**config.mk**
```make
export PLATFORM = sky130hd
export DESIGN_NAME = alu_rr_arbiter_flat
export DESIGN_NICKNAME = d
export VERILOG_FILES = /design/src/rtl/alu_pkg.sv /design/src/rtl/alu_rr_arbiter_if.sv /design/src/rtl/alu_rr_arbiter_alu.sv /design/src/rtl/alu_rr_arbiter.sv /design/src/flat_wrapper.sv
export SDC_FILE = /design/constraint.sdc
export NUM_CORES = 1
export LEC_CHECK = 0
export CORE_MARGIN = 3
export CORE_UTILIZATION = 60
export CTS_BUF_LIST = sky130_fd_sc_hd__clkbuf_8
export CTS_CLUSTER_DIAMETER = 40
export CTS_CLUSTER_SIZE = 25
export DETAILED_ROUTE_END_ITERATION = 7
export PLACE_DENSITY_LB_ADDON = 0.3
export RECOVER_POWER = 50
export SLEW_MARGIN = 20
export SYNTH_ARGS = -nofsm -noshare
export SYNTH_HDL_FRONTEND = slang
export SYNTH_HIERARCHICAL = 1
export SYNTH_SLANG_ARGS = --single-unit
```
**constraint.sdc**
```tcl
create_clock -name clk -period 12.2 [get_ports clk]
set_input_delay 1.22 -clock clk [delete_from_list [all_inputs] [get_ports clk]]
set_output_delay 1.22 -clock clk [all_outputs]
set_load 0.02 [all_outputs]
```
**src/rtl/alu_pkg.sv**
```systemverilog
// Shared definitions for the round-robin ALU arbiter: opcode constants and FSM encoding.
package alu_pkg;

    localparam logic [3:0] ALUOP_ADD = 4'b0000;
    localparam logic [3:0] ALUOP_SUB = 4'b0010;
    localparam logic [3:0] ALUOP_AND = 4'b0100;
    localparam logic [3:0] ALUOP_OR  = 4'b0101;
    localparam logic [3:0] ALUOP_XOR = 4'b0110;
    localparam logic [3:0] ALUOP_NOR = 4'b0111;
    localparam logic [3:0] ALUOP_SLT = 4'b1010;

    typedef logic [1:0] state_t;

    localparam state_t IDLE = 2'd0;
    localparam state_t EXEC = 2'd1;
    localparam state_t RESP = 2'd2;

endpackage

```
**src/rtl/alu_rr_arbiter_if.sv**
```systemverilog
// Request/response bundle between NREQ issuing engines and the shared ALU arbiter.
interface alu_rr_arbiter_if #(
    parameter int NREQ = 2,
    parameter int IDW  = 1
);
    logic [NREQ-1:0]    req_valid;
    logic [NREQ-1:0]    req_ready;
    logic [NREQ*32-1:0] req_a;
    logic [NREQ*32-1:0] req_b;
    logic [NREQ*4-1:0]  req_op;
    logic               resp_valid;
    logic               resp_ready;
    logic [31:0]        resp_result;
    logic               resp_zero;
    logic [IDW-1:0]     resp_id;
    logic [15:0]        op_count;

    modport master (
        output req_valid, req_a, req_b, req_op, resp_ready,
        input  req_ready, resp_valid, resp_result, resp_zero, resp_id, op_count
    );

    modport slave (
        input  req_valid, req_a, req_b, req_op, resp_ready,
        output req_ready, resp_valid, resp_result, resp_zero, resp_id, op_count
    );
endinterface

```
**src/rtl/alu_rr_arbiter_alu.sv**
```systemverilog
// Combinational 32-bit ALU datapath; unknown opcodes yield zero.
module alu_rr_arbiter_alu
    import alu_pkg::*;
(
    input  logic [31:0] i_a,
    input  logic [31:0] i_b,
    input  logic [3:0]  i_aluop,
    output logic [31:0] o_result,
    output logic        o_zero
);
    logic [31:0] w_diff;

    always_comb begin
        w_diff   = i_a - i_b;
        o_result = '0;
        case (i_aluop)
            ALUOP_ADD: o_result = i_a + i_b;
            ALUOP_SUB: o_result = w_diff;
            ALUOP_AND: o_result = i_a & i_b;
            ALUOP_OR:  o_result = i_a | i_b;
            ALUOP_XOR: o_result = i_a ^ i_b;
            ALUOP_NOR: o_result = ~(i_a | i_b);
            ALUOP_SLT: o_result = {31'b0, w_diff[31]};
            default:   o_result = '0;
        endcase
        o_zero = (o_result == '0);
    end
endmodule

```
**src/rtl/alu_rr_arbiter.sv**
```systemverilog
// Round-robin arbiter sharing one ALU among NREQ requesters; one op in flight, registered response.
module alu_rr_arbiter
    import alu_pkg::*;
#(
    parameter int NREQ = 2,
    parameter int IDW  = (NREQ > 2) ? $clog2(NREQ) : 1
) (
    input logic              clk,
    input logic              rst_n,
    alu_rr_arbiter_if.slave  bus
);
    state_t          r_state;
    logic [IDW-1:0]  r_rr_ptr;
    logic [31:0]     r_a;
    logic [31:0]     r_b;
    logic [3:0]      r_op;
    logic [IDW-1:0]  r_id;
    logic            r_resp_valid;
    logic [31:0]     r_resp_result;
    logic            r_resp_zero;
    logic [IDW-1:0]  r_resp_id;
    logic [15:0]     r_op_count;

    logic [NREQ-1:0] w_grant;
    logic            w_fire;
    logic [IDW-1:0]  w_gnt_id;
    logic [IDW-1:0]  w_next_ptr;
    logic [31:0]     w_a;
    logic [31:0]     w_b;
    logic [3:0]      w_op;
    logic [31:0]     w_alu_result;
    logic            w_alu_zero;

    // Rotate so ptr sits at bit 0, take the lowest set bit, map it back to the real index.
    function automatic logic [NREQ-1:0] f_rr_grant(input logic [NREQ-1:0] valid,
                                                   input logic [IDW-1:0]  ptr);
        logic [NREQ-1:0] rot;
        logic [NREQ-1:0] gnt;
        logic            found;
        int              idx;
        rot   = '0;
        gnt   = '0;
        found = 1'b0;
        for (int j = 0; j < NREQ; j++) begin
            idx    = (int'(ptr) + j) % NREQ;
            rot[j] = valid[idx];
        end
        for (int j = 0; j < NREQ; j++) begin
            if (rot[j] && !found) begin
                found    = 1'b1;
                idx      = (int'(ptr) + j) % NREQ;
                gnt[idx] = 1'b1;
            end
        end
        return gnt;
    endfunction

    always_comb begin
        w_grant  = (r_state == IDLE && rst_n) ? f_rr_grant(bus.req_valid, r_rr_ptr) : '0;
        w_fire   = |w_grant;
        w_gnt_id = '0;
        w_a      = '0;
        w_b      = '0;
        w_op     = '0;
        for (int i = 0; i < NREQ; i++) begin
            if (w_grant[i]) begin
                w_gnt_id = IDW'(i);
                w_a      = bus.req_a[32*i +: 32];
                w_b      = bus.req_b[32*i +: 32];
                w_op     = bus.req_op[4*i +: 4];
            end
        end
        w_next_ptr = (int'(w_gnt_id) == NREQ - 1) ? '0 : w_gnt_id + 1'b1;
    end

    alu_rr_arbiter_alu u_alu (
        .i_a      (r_a),
        .i_b      (r_b),
        .i_aluop  (r_op),
        .o_result (w_alu_result),
        .o_zero   (w_alu_zero)
    );

    always_ff @(posedge clk) begin
        if (!rst_n) begin
            r_state       <= IDLE;
            r_rr_ptr      <= '0;
            r_a           <= '0;
            r_b           <= '0;
            r_op          <= '0;
            r_id          <= '0;
            r_resp_valid  <= 1'b0;
            r_resp_result <= '0;
            r_resp_zero   <= 1'b0;
            r_resp_id     <= '0;
            r_op_count    <= '0;
        end else begin
            case (r_state)
                IDLE: begin
                    if (w_fire) begin
                        r_a      <= w_a;
                        r_b      <= w_b;
                        r_op     <= w_op;
                        r_id     <= w_gnt_id;
                        r_rr_ptr <= w_next_ptr;
                        r_state  <= EXEC;
                    end
                end
                EXEC: begin
                    r_resp_result <= w_alu_result;
                    r_resp_zero   <= w_alu_zero;
                    r_resp_id     <= r_id;
                    r_resp_valid  <= 1'b1;
                    r_state       <= RESP;
                end
                RESP: begin
                    if (bus.resp_ready) begin
                        r_resp_valid <= 1'b0;
                        r_op_count   <= r_op_count + 16'd1;
                        r_state      <= IDLE;
                    end
                end
                default: r_state <= IDLE;
            endcase
        end
    end

    assign bus.req_ready   = w_grant;
    assign bus.resp_valid  = r_resp_valid;
    assign bus.resp_result = r_resp_result;
    assign bus.resp_zero   = r_resp_zero;
    assign bus.resp_id     = r_resp_id;
    assign bus.op_count    = r_op_count;
endmodule

```
**src/flat_wrapper.sv**
```systemverilog
// flat-port wrapper written by rule: the top's interface ports become plain ports
module alu_rr_arbiter_flat import alu_pkg::*;
#(
    parameter int NREQ = 2,
    parameter int IDW  = (NREQ > 2) ? $clog2(NREQ) : 1
)
  (clk, rst_n, bus_req_valid, bus_req_a, bus_req_b, bus_req_op, bus_resp_ready, bus_req_ready, bus_resp_valid, bus_resp_result, bus_resp_zero, bus_resp_id, bus_op_count);
  alu_rr_arbiter_if #(.NREQ(NREQ), .IDW(IDW)) bus_i ();
  input logic clk;
  input logic rst_n;
  input wire logic [$bits(bus_i.req_valid)-1:0] bus_req_valid;
  input wire logic [$bits(bus_i.req_a)-1:0] bus_req_a;
  input wire logic [$bits(bus_i.req_b)-1:0] bus_req_b;
  input wire logic [$bits(bus_i.req_op)-1:0] bus_req_op;
  input wire logic [$bits(bus_i.resp_ready)-1:0] bus_resp_ready;
  output wire logic [$bits(bus_i.req_ready)-1:0] bus_req_ready;
  output wire logic [$bits(bus_i.resp_valid)-1:0] bus_resp_valid;
  output wire logic [$bits(bus_i.resp_result)-1:0] bus_resp_result;
  output wire logic [$bits(bus_i.resp_zero)-1:0] bus_resp_zero;
  output wire logic [$bits(bus_i.resp_id)-1:0] bus_resp_id;
  output wire logic [$bits(bus_i.op_count)-1:0] bus_op_count;
  assign bus_i.req_valid = bus_req_valid;
  assign bus_i.req_a = bus_req_a;
  assign bus_i.req_b = bus_req_b;
  assign bus_i.req_op = bus_req_op;
  assign bus_i.resp_ready = bus_resp_ready;
  assign bus_req_ready = bus_i.req_ready;
  assign bus_resp_valid = bus_i.resp_valid;
  assign bus_resp_result = bus_i.resp_result;
  assign bus_resp_zero = bus_i.resp_zero;
  assign bus_resp_id = bus_i.resp_id;
  assign bus_op_count = bus_i.op_count;
  alu_rr_arbiter #(.NREQ(NREQ), .IDW(IDW)) u_core (.clk(clk), .rst_n(rst_n), .bus(bus_i));
endmodule
```
==> impl_metrics.csv, run 1 <==
group,metric,value,unit
timing,finalCritPeriodShare,0.644,
floorplan,core,0.0183,mm^2
floorplan,fp.dieW,144,um
clocking,path_clk_slew,0.08,ns
synth,async_flop_share,0,
layout,stdcell_count,1842,
layout,area_growth_syn_to_layout,18.6,%
synth,synth_mux_area_frac,0.0211,
detailed_routing,drc,0,
setup_path,slowest_delay,3.05,ns
floorplan,die-area,0.0208,mm^2
synth,yosys_warnings,6,
power_and_ir_drop,p_clk_frac,0.289,
layout,fillers,1476,
power_and_ir_drop,pwr_density_cell,107,mW/mm^2
setup_path,path_delay_family,"buffers and inverters",
global_routing,grt_overflow_total,0,
timing,timing.hold.ws,0.467,ns
place,port-buffer-count,193,
clocking,post_cts_resized,0,
power_and_ir_drop,netSwitchingFraction,0.397,
synth,synth_edf_count,0,
layout,post-route-cell-area,0.0136,mm^2
timing,finalCriticalPeriod,7.86,ns
synth,synth_area,0.0115,mm^2
timing,slew_headroom,-1.92,
clocking,cts-root-buf,"clkbuf_8",
clocking,clk_latency,0.46,ns
place,post-place-cells,1810,
outcome,violations,"max-capacitance violations, max-slew violations",
setup_path,cp-start-kind,"primary input",
global_routing,grt_usage,0.333,
synth,synth_top_family_by_area,"compound AO/OA/AOI/OAI gates",
setup_path,cp_slowest_cell,"clkbuf_1",
clocking,cts_hold_buf,0,
synth,yosysUniqueCellTypes,100,
synth,yosysMostFrequentCell,"nand2_1",
synth,synth_fp_nets,1725,
timing,skew,0.0160,ns
clocking,postCtsSetupBuffers,0,
synth,synthAdderAreaFrac,0.113,
floorplan,std_cell_rows,49,
synth,yosys_most_used_dff,"dfxtp_1",
floorplan,pin_count,194,
setup_path,cp_num_buf_inv,4,
timing,tns,0,ns
global_routing,antenna_found_initial,0,
synth,synthesis.instances,1482,
detailed_routing,drt-total-wl,35900,um
synth,synth_seq_area_share,0.215,
timing,rsz0062_at_grt,"false",
synth,synthTopCellsByCount,"nand2_1 (203), dfxtp_1 (123), inv_1 (108)",
hold_path,hold_class,"reg -> reg",
place,dp_hpwl,25500,um
synth,synth_seq_cells,123,
synth,avgSynthCellArea,7.73,um^2
setup_path,crit_required,10.98,ns
power_and_ir_drop,power.switching,0.575,mW
power_and_ir_drop,irDropWorstVdd,76.7,uV
synth,synth.top_cells.by_area,"dfxtp_1 (22%), ha_1 (11%), nand2_1 (6.7%)",
floorplan,die_h,144,um
global_routing,grt_max_degree,127,
synth,synth_compound_area_frac,0.325,
timing,fmax,127,MHz
setup_path,path_max_fanout,126,
clocking,cts_tree,"done",
detailed_routing,drtIter0Drc,1200,
timing,worst_slew_pin_slew,4.38,ns
layout,layout.nets,1843,
flow_run,maxCapViolations,1,
clocking,cts.path.max_buffers,2,
detailed_routing,wl_per_cell,19.5,um
synth,yosysTopAreaCellShare,0.215,
clocking,numCtsBuffers,17,
place,gp_congestion,0.948,
detailed_routing,vias_per_cell,6.40,
setup_path,cp.arrival,6.64,ns
clocking,cts_sinks,123,
power_and_ir_drop,p_int,0.874,mW
detailed_routing,via_count,11800,
setup_path,path_cells,"buf_2 > clkbuf_1 > nor3b_1 > and3_2 > buf_4 > clkdlybuf4s50_1",
global_routing,grt_pass1_vias,11300,
outcome,outcome,"finished, violations left",
timing,finalMaxSlewViolations,127,
floorplan,start_util,0.625,
layout,drive_gt1_frac,0.0645,
timing,hold_viol,0,
power_and_ir_drop,combPwrFrac,0.400,
synth,synthXorXnorAreaFrac,0.0359,
power_and_ir_drop,p_leak,5.31,nW
setup_path,endpoint_kind,"output port",
synth,synth_area_leader_cell,"dfxtp_1",
global_routing,grt_pass1_wl,56300,um
detailed_routing,first_pass_iters,5,
place,placed_area,0.0132,mm^2
timing,setup_violations,0,
setup_path,worst-setup-path-type,"in -> out",
detailed_routing,detail-route-antenna-nets,0,
power_and_ir_drop,p_seq_frac,0.311,
synth,yosys.area_share.simple,0.196,
layout,antenna-diode-count,0,
clocking,htreeDepth,4,
-- sequential cells by signal (all words and copies together), names as in the netlist --
register	count
u_core/r_b	32
u_core/bus.resp_result	32
u_core/bus.op_count	16
u_core/r_id	1
u_core/bus.resp_valid	1
u_core/r_op	4
u_core/r_rr_ptr	1
u_core/bus.resp_id	1
u_core/r_a	32
u_core/r_state	2
u_core/bus.resp_zero	1
-- layer usage --
metal  GRT usage  share of wire  vias to the layer above
met4       0.130          0.036                        0
met2       0.583           0.48                      563
met5           0              0                        -
met1       0.416           0.41                     5580
li1            -              -                     5554
met3      0.0443          0.074                       95
-- metrics by stage --
step / setup WS, ns / power (mW) / utilization
finish: 4.34 / 1.45 / 0.741
global route: 3.80 / 1.52 / 0.741
CTS: 6.93 / 1.44 / 0.742
detailed placement: 6.93 / 1.02 / 0.718
global placement: 6.99 / 1.01 / 0.718
floorplan: 8.29 / 0.853 / -
-- layout by cell type (no fill, tap or decap), types with 19 or more instances in the layout --
cell type and instances:
nand2_1 203, clkdlybuf4s50_1 141, dfxtp_1 122, inv_1 108
ha_1 100, a21oi_1 89, nor2_1 75, a22oi_1 74
a21boi_1 66, dlygate4sd3_1 51, o21ai_0 42, a21boi_0 41
xnor2_1 32, a211oi_1 25, nor3_1 24, mux2i_1 23
nand3_1 19
-- kinds of logic (layout without fill, tap and decap cells) --
group                      after synthesis  count (layout)
adders and majority gates              102             102
DFF                                    123             123
and+or+nand+nor                        453             453
AOI/OAI and AO/OA                      515             515
muxes                                   24              24
buffers and inverters                  218             349
xor gates and xnor gates                47              47
-- worst min-delay path, delay by kind of cell (launching register included) --
family	cells	cell delay, ns
DFF	1	0.31
AOI/OAI and AO/OA	1	0.06
and+or+nand+nor	1	0.05
-- final timing paths --
| kind | from | end | slack [ns] | cells after the start |
|---|---|---|---|---|
| setup / recovery | rst_n | bus_req_ready[0] | 4.34 | 6 |
| setup reg to reg | u_core/r_a[10] | u_core/bus.resp_zero | 7.49 | 15 |
| hold / removal | u_core/bus.resp_result[18] | u_core/bus.resp_result[18] | 0.47 | 2 |
| hold reg to reg | u_core/bus.resp_result[18] | u_core/bus.resp_result[18] | 0.47 | 2 |
-- area by class of cell --
| class | instances | area, um^2 | share of cell area |
|---|---|---|---|
| multi-input cells | 1141 | 7930 | 0.584 |
| flip-flops and latches | 123 | 2460 | 0.181 |
| repair buffers | 208 | 2040 | 0.150 |
| inverters | 109 | 422 | 0.0310 |
| well taps | 229 | 287 | 0.0211 |
| clock buffers | 18 | 248 | 0.0182 |
| clock inverters | 14 | 196 | 0.0145 |
-- power groups by stage --
stage | sequential, mW | clock (mW) | combinational [mW]
3_5_place_dp | 0.461 | 0 | 0.561
2_1_floorplan | 0.459 | 0 | 0.394
3_3_place_gp | 0.459 | 0 | 0.553
5_1_grt | 0.455 | 0.439 | 0.622
4_1_cts | 0.452 | 0.422 | 0.564
6_report | 0.451 | 0.419 | 0.580
Power figures use the tool's default switching activity.
==> run 2, diff against run 1 <==
--- a/config.mk
+++ b/config.mk
@@ -6,7 +6,7 @@
 export NUM_CORES = 1
 export LEC_CHECK = 0
 export CORE_MARGIN = 3
-export CORE_UTILIZATION = 60
+export CORE_UTILIZATION = 56
 export CTS_BUF_LIST = sky130_fd_sc_hd__clkbuf_8
 export CTS_CLUSTER_DIAMETER = 40
 export CTS_CLUSTER_SIZE = 25
==> constraint.sdc (replaced) <==
create_clock -name clk -period 7.7 [get_ports clk]
set_input_delay 0.77 -clock clk [delete_from_list [all_inputs] [get_ports clk]]
set_output_delay 0.77 -clock clk [all_outputs]
set_load 0.02 [all_outputs]
==> run 2 against run 1 <==
  * The run still ends with max-capacitance violations, max-slew violations left
  * Register-to-register slack lost 5.1 ns
  * Clock skew grew 0.0031 ns
  * Cell area shrank 0.29%
  * Hold slack lost 0.0021 ns
  * Count of clock-buffer cells in the layout shrank 1
  * Power grew 55%
  * Global-route usage shrank 1.3 points
  * Die area grew 6.8%
  * Combinational power grew 59%
  * Critical path depth grew 3
  * Clock power grew 45%
==> impl_metrics.csv, run 2 (same netlist as run 1, synthesis figures left out) <==
group,metric,value,unit
outcome,outcome,"finished, violations left",
outcome,violations,"max-capacitance violations, max-slew violations",
floorplan,std_cell_rows,51,
layout,multi_input_area,0.00788,mm^2
power_and_ir_drop,p_leak,5.25,nW
layout,regArea,0.00246,mm^2
global_routing,grtUsageMet2,0.548,
power_and_ir_drop,irDropWorstVdd,101,uV
clocking,htreeDepth,4,
clocking,clk_latency,0.47,ns
timing,slew_headroom,-1.16,
layout,layout.nets,1844,
setup_path,path_delay_family,"simple AND/OR/NAND/NOR gates",
floorplan,die_h,149,um
timing,setup_violations,0,
flow_run,maxCapViolations,3,
timing,skew,0.0190,ns
floorplan,die-area,0.0222,mm^2
place,dp_hpwl,26300,um
setup_path,slowest_delay,1.66,ns
timing,finalCritPeriodShare,0.687,
setup_path,cp_slowest_cell,"nand3_1",
detailed_routing,drt-total-wl,36600,um
detailed_routing,first_pass_iters,6,
setup_path,crit_required,8.08,ns
setup_path,cp-start-kind,"register",
detailed_routing,via_count,11800,
timing,timing.hold.ws,0.465,ns
detailed_routing,drtIter0Drc,1257,
global_routing,grt_usage,0.320,
floorplan,fp.dieW,149,um
global_routing,antenna_found_initial,0,
place,port-buffer-count,193,
global_routing,grt_max_degree,127,
power_and_ir_drop,power,2.24,mW
floorplan,core,0.0198,mm^2
setup_path,worst-setup-path-type,"reg -> reg",
power_and_ir_drop,pwr_density_cell,166,mW/mm^2
global_routing,grt_pass1_vias,11200,
clocking,cts-root-buf,"clkbuf_8",
detailed_routing,detail-route-antenna-nets,0,
clocking,numCtsBuffers,17,
detailed_routing,vias_per_cell,6.25,
clocking,cts.path.max_buffers,2,
place,placed_area,0.0132,mm^2
hold_path,hold_class,"reg -> reg",
layout,area_growth_syn_to_layout,18.2,%
global_routing,top_usage_layer,"met2",
layout,layout_common_cells,"nand2_1 (203), clkdlybuf4s50_1 (140), dfxtp_1 (123)",
layout,antenna-diode-count,0,
clocking,cts_sinks,123,
timing,finalMaxSlewViolations,142,
clocking,path_clk_slew,0.09,ns
floorplan,pin_count,194,
detailed_routing,drc,0,
setup_path,endpoint_kind,"register",
timing,fmax,189,MHz
setup_path,cp.arrival,5.67,ns
setup_path,cp_num_buf_inv,0,
layout,layout_commonest_cell,"nand2_1",
layout,post-route-cell-area,0.0135,mm^2
floorplan,start_util,0.579,
layout,fillers,1715,
timing,rsz0062_at_grt,"false",
timing,worst_slew_pin_slew,3.24,ns
global_routing,use_met1,0.398,
global_routing,gr-usage-met3,0.0510,
timing,hold_viol,0,
global_routing,grt_pass1_wl,57800,um
setup_path,path_cells,"nand3_1 > or3_1 > nor3b_1 > nor4_1 > o41a_1 > mux2_2 > o22ai_1 > nand2_1 > a21boi_0",
global_routing,grt_overflow_total,0,
clocking,cts_tree,"done",
clocking,cts_hold_buf,0,
place,gp_congestion,1.03,
clocking,postCtsSetupBuffers,0,
setup_path,path_max_fanout,37,
timing,finalCriticalPeriod,5.29,ns
layout,drive_gt1_frac,0.0601,
clocking,post_cts_resized,0,
timing,tns,0,ns
detailed_routing,wl_per_cell,19.5,um
==> run 2: cell types whose count changed in the layout (fill, tap and decap cells not counted), moves of 2 or more <==
| cell | previous run | this run |
|---|---|---|
| a21boi_0 | 41 | 49 |
| nor3_2 | 6 | 3 |
| clkinvlp_4 | 0 | 3 |
| nor4_1 | 15 | 17 |
| clkinv_4 | 2 | 0 |
| bufinv_16 | 3 | 1 |
| nor4_4 | 2 | 0 |
| clkinv_8 | 1 | 3 |
| a21boi_1 | 66 | 58 |
| nor3_1 | 24 | 27 |
==> run 2: final cells by class <==
class                           instances  share of cell area
Multi-Input combinational cell       1141               0.582
Sequential cell                       123               0.182
Inverter                              109              0.0311
Tap cell                              265              0.0245
Clock buffer                           17              0.0173
Clock inverter                         15              0.0127
Timing Repair Buffer                  209               0.151
==> run 2: worst min-delay path: cells and delay by family, from the launching register on <==
kind,cells,cell delay [ns]
compound gates,1,0.06
simple gates,1,0.04
flops,1,0.31
==> run 2: through the flow <==
stage | utilization | setup slack, ns | instances
global route | 0.685 | 2.16 | 1879
finish | 0.685 | 2.41 | 1879
detailed placement | 0.668 | 3.16 | 1847
global placement | 0.668 | 3.23 | 1847
floorplan | - | 3.79 | 1482
CTS | 0.688 | 3.13 | 1879
==> run 2: final timing paths <==
check / from / to / slack, ns / cells past startpoint
setup reg to reg: u_core/r_op[1] / u_core/bus.resp_result[30] / 2.41 / 9
setup / recovery: u_core/r_op[1] / u_core/bus.resp_result[30] / 2.41 / 9
hold / removal: u_core/bus.resp_result[12] / u_core/bus.resp_result[12] / 0.47 / 2
hold reg to reg: u_core/bus.resp_result[12] / u_core/bus.resp_result[12] / 0.47 / 2
==> run 2: report_power, final <==
part	internal, mW	leakage, nW	total, mW	switching, mW
logic	0.365	4.05	0.923	0.559
clock network	0.272	0.196	0.608	0.335
registers	0.674	1.00	0.713	0.0391
==> run 2: routing by layer <==
| metal | part of all wire | up-vias |
|---|---|---|
| li1 | - | 5559 |
| met2 | 0.47 | 566 |
| met5 | 0 | - |
| met1 | 0.41 | 5507 |
| met3 | 0.077 | 121 |
| met4 | 0.047 | 0 |
==> variant (settings of run 2) <==
`NREQ` is set to 2 in 3 places; all go to 1.
--- a/src/rtl/alu_rr_arbiter_if.sv
+++ b/src/rtl/alu_rr_arbiter_if.sv
@@ -1,6 +1,6 @@
 // Request/response bundle between NREQ issuing engines and the shared ALU arbiter.
 interface alu_rr_arbiter_if #(
-    parameter int NREQ = 2,
+    parameter int NREQ = 1,
     parameter int IDW  = 1
 );
     logic [NREQ-1:0]    req_valid;
--- a/src/rtl/alu_rr_arbiter.sv
+++ b/src/rtl/alu_rr_arbiter.sv
@@ -2,7 +2,7 @@
 module alu_rr_arbiter
     import alu_pkg::*;
 #(
-    parameter int NREQ = 2,
+    parameter int NREQ = 1,
     parameter int IDW  = (NREQ > 2) ? $clog2(NREQ) : 1
 ) (
     input logic              clk,
--- a/src/flat_wrapper.sv
+++ b/src/flat_wrapper.sv
@@ -1,7 +1,7 @@
 // flat-port wrapper written by rule: the top's interface ports become plain ports
 module alu_rr_arbiter_flat import alu_pkg::*;
 #(
-    parameter int NREQ = 2,
+    parameter int NREQ = 1,
     parameter int IDW  = (NREQ > 2) ? $clog2(NREQ) : 1
 )
   (clk, rst_n, bus_req_valid, bus_req_a, bus_req_b, bus_req_op, bus_resp_ready, bus_req_ready, bus_resp_valid, bus_resp_result, bus_resp_zero, bus_resp_id, bus_op_count);
Ports: changed (5 resized); port bits go from 194 to 124. The function was not compared with the original's and may differ.
==> variant against run 2 <==
The flow still finishes with violations (max-capacitance violations, max-slew violations); final area fell by 10%; synthesized area decreased by 7.6%; highest routed layer unchanged; worst setup slack better by 430 ps; die area shrank 7.3%; worst hold slack got worse by 14 ps; final cell count decreased by 6.4%; core utilization fell by 2.0 points; combinational power shrank 7.3%; critical path type unchanged; routed wire length down 9.9%; synthesized cell count down 1.3%; total power decreased by 3.7%; non-clock buffer count is 73 lower; sequential cell count down 3; count of clock-buffer cells in the layout is the same; critical endpoint is now u_core/bus.resp_zero.
==> variant: results (changes against run 2) <==
[run_status]
status = complete, but fails checks
violations = max-capacitance violations, max-slew violations

[power]
pg_seq_w = 0.000701  ; -2%
power_density_nw_per_um2 = 178  ; +7.5%
power_switching_w = 0.000892  ; -4.4%
p_leak_nw = 4.74  ; -9.8%

[layout]
final_nets = 1690  ; -8.4%
final_cells = 1758  ; -6.4%

[placement]
io_buffers = 122  ; -37%
finalWeightedCongestion = 0.992  ; -4.1%
dpl_cell_area_um2 = 11700  ; -11%
hpwl_mm = 23.6  ; -10%

[setup_path]
r2r_cells = 14  ; +5
ff2ff_setup_slack_ps = 2840  ; +430 ps

[logic_synthesis]
postSynthAreaPerCell_um2 = 7.24  ; -6.3%
synth_nets = 1636  ; -5.2%
ys_seq_area_share_pct = 22.7  ; +1.2 points
synth_common_cells = nand2_1, a21oi_1, dfxtp_1

[worst_hold_path]
worstHoldEndpoint = u_core/bus.resp_result[10]
hp-start = u_core/bus.resp_result[10]

[drt]
m1WireLength_mm = 14.6  ; -2.1%
wl_mm = 33.0  ; -9.9%

[timing]
relSlewSlack_pct = -116  ; about the same
maxSlewViolCount = 106  ; -25%
finalClockSkew_ps = 22.3  ; +3.33 ps

[job]
cap_violations = 2  ; -1

[global_routing]
grt_start_max_net_pins = 72  ; -43%
gr-usage-met3_pct = 6.29  ; +1.2 points

## variant: cell count changes in the layout (fill, tap and decap cells not counted), moves of 10 or more
cell / run 2 / this run
clkdlybuf4s50_1: 140 / 84
o21ai_0: 42 / 113
nor2_1: 76 / 86
nand2_1: 203 / 264
a21boi_0: 49 / 2
a21boi_1: 58 / 0
a22oi_1: 74 / 6
a21oi_1: 89 / 127
dlygate4sd3_1: 52 / 37
## variant: worst max-delay path by stage
| stage | from | end | slack [ps] | cells after the start |
|---|---|---|---|---|
| after global placement | u_core/r_op[1] | u_core/bus.resp_zero | 3110 | 14 |
| after detailed placement | u_core/r_op[1] | u_core/bus.resp_zero | 3060 | 14 |
| final | u_core/r_op[1] | u_core/bus.resp_zero | 2840 | 14 |
| after CTS | u_core/r_op[1] | u_core/bus.resp_zero | 3020 | 14 |
| after global routing | u_core/r_op[1] | u_core/bus.resp_zero | 2530 | 14 |
| after floorplan | u_core/r_a[10] | u_core/bus.resp_zero | 3810 | 16 |
## variant: worst max-delay path: stages (launching register included)
cell,delay [ps]
dfxtp_2,900
buf_4,580
xor2_1,250
nor3_1,70
a311oi_1,360
nand2_1,100
a211o_1,320
or4b_1,590
nor4_1,340
nand4b_1,160
nor4_1,410
nand4b_1,180
nor4_2,210
nand2_1,100
a21oi_1,180
## variant: cell families after synthesis
family,after synthesis,share of synthesized area (%)
DFF,120,22.7
buffers and inverters,210,8.56
muxes,22,2.09
and+or+nand+nor,507,22.3
xor gates and xnor gates,46,3.81
AOI/OAI and AO/OA,454,28.3
adders and majority gates,102,12.2
other,1,0.0354
## variant: final cells by class
type	count	area [um2]	area share, %
multi-input combinational	1132	7310	60.2
sequential	120	2400	19.8
timing repair buffer	136	1310	10.8
inverter	109	422	3.47
tap	229	287	2.36
clock buffer	17	234	1.93
clock inverter	15	165	1.36
